===== config.mk =====
export PLATFORM = sky130hd
export DESIGN_NAME = line_burst_ctrl
export DESIGN_NICKNAME = d
export VERILOG_FILES = /design/src/rtl/line_burst_pkg.sv /design/src/rtl/line_burst_wdog.sv /design/src/rtl/line_burst_ctrl.sv
export SDC_FILE = /design/constraint.sdc
export NUM_CORES = 1
export LEC_CHECK = 0
export BUFFER_PORTS_ARGS = -buffer_cell sky130_fd_sc_hd__buf_2
export CORE_MARGIN = 2
export CORE_UTILIZATION = 52
export CTS_CLUSTER_DIAMETER = 50
export DETAILED_ROUTE_END_ITERATION = 10
export PLACE_DENSITY = 0.83
export SYNTH_ARGS = -nofsm -noshare
export SYNTH_HDL_FRONTEND = slang
export SYNTH_SLANG_ARGS = --single-unit

===== constraint.sdc =====
create_clock -name clock -period 2.2 [get_ports clock]
set_input_delay 0.44 -clock clock [delete_from_list [all_inputs] [get_ports clock]]
set_output_delay 0.44 -clock clock [all_outputs]
set_load 0.01 [all_outputs]

===== src/rtl/line_burst_pkg.sv =====
// Shared types and helpers for the line burst sequencer.
package line_burst_pkg;

    typedef enum logic [1:0] {
        IDLE,
        BURST,
        DONE
    } state_t;

    function automatic int ofs_bits(input int beats);
        return $clog2(beats);
    endfunction

endpackage


===== src/rtl/line_burst_wdog.sv =====
// Per-beat watchdog: counts stalled cycles, flags expiry at TMO.
module burst_wdog #(
    parameter int TMO = 16
) (
    input  logic clock,
    input  logic reset_n,
    input  logic clear,
    input  logic enable,
    output logic expire
);

    localparam int CW = $clog2(TMO + 1);

    logic [CW-1:0] cnt;

    always_ff @(posedge clock or negedge reset_n) begin
        if (!reset_n) begin
            cnt <= '0;
        end else if (clear) begin
            cnt <= '0;
        end else if (enable) begin
            cnt <= cnt + 1'b1;
        end
    end

    // Fires in the TMO-th stalled cycle so the strobe is held exactly TMO cycles.
    assign expire = enable && (cnt == CW'(TMO - 1));

endmodule


===== src/rtl/line_burst_ctrl.sv =====
// Line burst sequencer between the cache miss port and main memory.
module line_burst_ctrl
    import line_burst_pkg::*;
#(
    parameter int AWIDTH = 9,
    parameter int DWIDTH = 8,
    parameter int BEATS  = 4,
    parameter int TMO    = 16
) (
    input  logic                     clock,
    input  logic                     reset_n,
    input  logic                     req_valid,
    output logic                     req_ready,
    input  logic                     req_write,
    input  logic [AWIDTH-1:0]        req_addr,
    input  logic [DWIDTH*BEATS-1:0]  wb_line,
    output logic [DWIDTH*BEATS-1:0]  fill_line,
    output logic                     done,
    output logic                     err,
    output logic                     mem_rd,
    output logic                     mem_wr,
    output logic [AWIDTH-1:0]        mem_addr,
    output logic [DWIDTH-1:0]        mem_wdata,
    input  logic [DWIDTH-1:0]        mem_rdata,
    input  logic                     mem_ready
);

    localparam int OFS = ofs_bits(BEATS);

    state_t                    state;
    state_t                    state_n;
    logic [AWIDTH-OFS-1:0]     line_q;
    logic [OFS-1:0]            beat;
    logic                      wr_q;
    logic                      err_q;
    logic [DWIDTH*BEATS-1:0]   wb_q;
    logic                      accept;
    logic                      beat_done;
    logic                      last_beat;
    logic                      expire;
    logic                      in_burst;

    assign in_burst  = (state == BURST);
    assign accept    = req_valid && req_ready;
    assign beat_done = in_burst && mem_ready;
    assign last_beat = beat_done && (beat == OFS'(BEATS - 1));

    burst_wdog #(
        .TMO     (TMO)
    ) u_wdog (
        .clock   (clock),
        .reset_n (reset_n),
        .clear   (!in_burst || beat_done),
        .enable  (in_burst && !mem_ready),
        .expire  (expire)
    );

    always_ff @(posedge clock or negedge reset_n) begin
        if (!reset_n) begin
            state <= IDLE;
        end else begin
            state <= state_n;
        end
    end

    always_comb begin
        state_n   = state;
        req_ready = 1'b0;
        done      = 1'b0;
        err       = 1'b0;
        mem_rd    = 1'b0;
        mem_wr    = 1'b0;
        unique case (state)
            IDLE: begin
                req_ready = 1'b1;
                if (accept) state_n = BURST;
            end
            BURST: begin
                mem_rd = !wr_q;
                mem_wr = wr_q;
                if (last_beat || expire) state_n = DONE;
            end
            DONE: begin
                done    = 1'b1;
                err     = err_q;
                state_n = IDLE;
            end
            default: state_n = IDLE;
        endcase
    end

    assign mem_addr  = {line_q, beat};
    assign mem_wdata = wb_q[int'(beat)*DWIDTH +: DWIDTH];

    always_ff @(posedge clock or negedge reset_n) begin
        if (!reset_n) begin
            line_q    <= '0;
            beat      <= '0;
            wr_q      <= 1'b0;
            err_q     <= 1'b0;
            wb_q      <= '0;
            fill_line <= '0;
        end else begin
            if (accept) begin
                line_q <= req_addr[AWIDTH-1:OFS];
                beat   <= '0;
                wr_q   <= req_write;
                err_q  <= 1'b0;
                wb_q   <= wb_line;
            end
            if (beat_done) begin
                // Offset wraps within OFS bits; line bits never see a carry.
                beat <= beat + 1'b1;
                if (!wr_q) begin
                    fill_line[int'(beat)*DWIDTH +: DWIDTH] <= mem_rdata;
                end
            end
            if (expire) begin
                err_q <= 1'b1;
            end
        end
    end

endmodule


==> impl_metrics.env <==
export IMPL_worstPathMaxFanout=11
export IMPL_post_dp_cell_area_um2=4350
export IMPL_synthCells=279
export IMPL_power_frac_clock_pct=17.2
export IMPL_clock_path_buffers=2
export IMPL_power_frac_comb_pct=41.3
export IMPL_area_delta_synth_final_pct=20.7
export IMPL_slew_headroom_pct=63.5
export IMPL_crit_end="mem_wdata[3]"
export IMPL_worst_slew_pin_slew_ns=0.547
export IMPL_synth_top_area_cell="dfrtp_1"
export IMPL_cap_viol_max_count=0
export IMPL_ys_seq_area_share_pct=54.5
export IMPL_worstRegToRegCells=5
export IMPL_ys_async_sr_fraction_pct=100
export IMPL_portBuffers=105
export IMPL_ir_worst_vdd_mv=0.679
export IMPL_worst_path_stages=3
export IMPL_avgSynthCellArea_um2=13.5
export IMPL_yosys_top_cells_count="dfrtp_1, mux2_2, inv_1"
export IMPL_detail_route_iter0_violations=93
export IMPL_powerDensity_nw_per_um2=1360
export IMPL_cts_sinks=82
export IMPL_grt_total_usage_pct=20.1
export IMPL_finalClockSkew_ns=0.00961
export IMPL_cts_root_buf="clkbuf_8"
export IMPL_routed_wl_mm=7.65
export IMPL_vias=2537
export IMPL_dieHeight_um=89.1
export IMPL_synth_top_family_by_area="multiplexers"
export IMPL_grt_pass1_wl_mm=12.2
export IMPL_yosys_area_share_simple_pct=9.98
export IMPL_placementRows=31
export IMPL_vias_per_cell=5.22
export IMPL_synth_seq_cells=82
export IMPL_cpPeakStageDelay_ns=0.51
export IMPL_critical_path_arrival_ns=1.66
export IMPL_cp_startpoint="beat[0]"
export IMPL_crit_chain="buf_12 -> mux4_2 -> buf_2"
export IMPL_synth_top_area_share_pct=54.5
export IMPL_design_area_um2=4540
export IMPL_path_delay_family="multiplexers"
export IMPL_syn_nets=340
export IMPL_ys_flop_type="dfrtp_1"
export IMPL_rsz0062_at_grt="false"
export IMPL_syn_area_um2=3760
export IMPL_post_route_min_period_ns=2.10
export IMPL_synth_xor_area_share_pct=0.466
export IMPL_ioPinCount=108
export IMPL_wl_per_cell_um=15.7
export IMPL_cts_max_level=3
export IMPL_die_w_um=89.1
export IMPL_insertion_delay_ns=0.34
export IMPL_setup_violations=0
export IMPL_regToRegSetupSlack_ns=0.28
export IMPL_synth_compound_area_share_pct=5.55
export IMPL_fin_crit_sh_pct=95.3
export IMPL_synth_cell_type_count=35
export IMPL_leakage_nw=2.22
export IMPL_power_share_sequential_pct=41.5
export IMPL_critPathKind="register to output pin"
export IMPL_clkSlewWorstSetupHoldPaths_ns=0.08
export IMPL_grt_antenna_before_repair=1
export IMPL_firstDrtPassIters=4
export IMPL_p_int_mw=4.02
export IMPL_fmax_mhz=477
export IMPL_cts_tree="yes"
export IMPL_cp_num_buf_inv=2
export IMPL_holdCritPathClass="input pin to asynchronous set/reset pin"
export IMPL_report_final_slew_viol_count=0
export IMPL_fin_cells=486
export IMPL_dp_cells=471
export IMPL_yosys_mux_area_fraction_pct=21.3
export IMPL_dp_hpwl_mm=5.61
export IMPL_drive_gt1_share_pct=50.1
export IMPL_synthTopCellsByArea="dfrtp_1, mux2_2, mux2i_1"
export IMPL_post_cts_setup_buffers=0
export IMPL_finalPower_mw=6.16
export IMPL_utilization_pct=63.6
export IMPL_rr_startpoint="beat[0]"
export IMPL_rr_endpoint="fill_line[17]"
export IMPL_final_nets=444
export IMPL_status="complete, no violations"
export IMPL_crit_path_top_delay_cell="mux4_2"
export IMPL_yosysWarnings=0
export IMPL_ant_nets=0
export IMPL_cp_end_kind="output pin"
export IMPL_worst_ep_required_time_ns=1.76
export IMPL_insertedDiodeCount=0
export IMPL_core_area_um2=7140
export IMPL_final_setup_tns_ns=0
export IMPL_netSwitchingFraction_pct=34.6
export IMPL_grt_pass1_vias=2541
export IMPL_drc=0
export IMPL_start_util_pct=52.7
export IMPL_cts_hold_buf=0
export IMPL_synthAdderAreaFrac_pct=2.33
export IMPL_critical_path_startpoint_type="register"
export IMPL_hold_viol=0
export IMPL_gr_total_overflow=0
export IMPL_switching_power_mw=2.13
export IMPL_gp_congestion=0.823
export IMPL_grt_max_degree=43
export IMPL_numCtsBuffers=9
export IMPL_synth_edff_count=0
export IMPL_dieArea_um2=7930
export IMPL_synth_most_common_cell="dfrtp_1"
-- sequential cells by signal, summed over array words and instances, names as in the netlist --
register	count
fill_line	32
wb_q	32
line_q	7
u_wdog.cnt	5
beat	2
state	2
err_q	1
wr_q	1
-- layout by cell type (no fill, tap or decap), types with 9 or more instances in the layout --
cell type,n
buf_2,104
dfrtp_1,81
mux2_2,39
inv_1,20
mux2i_1,18
nand2_1,18
nand4_1,16
a21bo_2,13
clkbuf_8,10
nor2_1,9
-- logic make-up after synthesis --
logic type | Yosys count
buffers and inverters | 38
XOR/XNOR | 2
adder cells (fa/ha/maj) | 7
flip-flops | 82
AO/OA/AOI/OAI | 23
AND/OR/NAND/NOR | 62
multiplexers | 65
-- power by group through the flow --
stage / sequential, mW / combinational, mW / clock (mW)
3_3_place_gp: 2.52 / 2.48 / 0
2_1_floorplan: 2.61 / 1.64 / 0
6_report: 2.55 / 2.54 / 1.06
3_5_place_dp: 2.58 / 2.58 / 0
4_1_cts: 2.56 / 2.58 / 1.10
5_1_grt: 2.63 / 2.81 / 1.16
-- area by class of cell --
class / instances / area, µm²
clock buffers: 11 / 141
well taps: 99 / 124
repair buffers: 110 / 603
clock inverters: 4 / 52.6
fillers: 598 / 2590
multi-input cells: 159 / 1490
inverters: 21 / 78.8
flip-flops and latches: 82 / 2050
-- per-stage QoR --
stage / worst slack [ns] / hold WS (ns)
after floorplan: 0.230 / 0.144
after global placement: 0.250 / 0.446
after detailed placement: 0.181 / 0.461
after CTS: 0.0750 / 0.0863
after global routing: 0.0264 / 0.105
final: 0.104 / 0.0857
-- repair_timing --
action / CTS / global route
gates resized for setup: 1 / 0
setup endpoints to repair: 8 / 0
hold endpoints to repair: 0 / 0
-- routing by layer --
| metal | up-vias | wire (µm) | track usage [%] |
|---|---|---|---|
| li1 | 1183 | - | - |
| met1 | 1253 | 3310 | 25.8 |
| met2 | 93 | 3670 | 33.4 |
| met3 | 6 | 618 | 6.00 |
| met4 | 2 | 36 | 6.11 |
| met5 | - | 13 | 0 |
-- how the worst min path moves through the flow --
| stage | from | depth (start not counted) | endpoint |
|---|---|---|---|
| 5_1_grt | reset_n | 1 | fill_line[10] |
| 6_report | reset_n | 1 | fill_line[9] |
| 3_3_place_gp | u_wdog.cnt[0] | 1 | u_wdog.cnt[0] |
| 2_1_floorplan | reset_n | 0 | beat[0] |
| 4_1_cts | reset_n | 1 | fill_line[9] |
| 3_5_place_dp | u_wdog.cnt[0] | 1 | u_wdog.cnt[0] |
(Power assumes the default switching activity.)
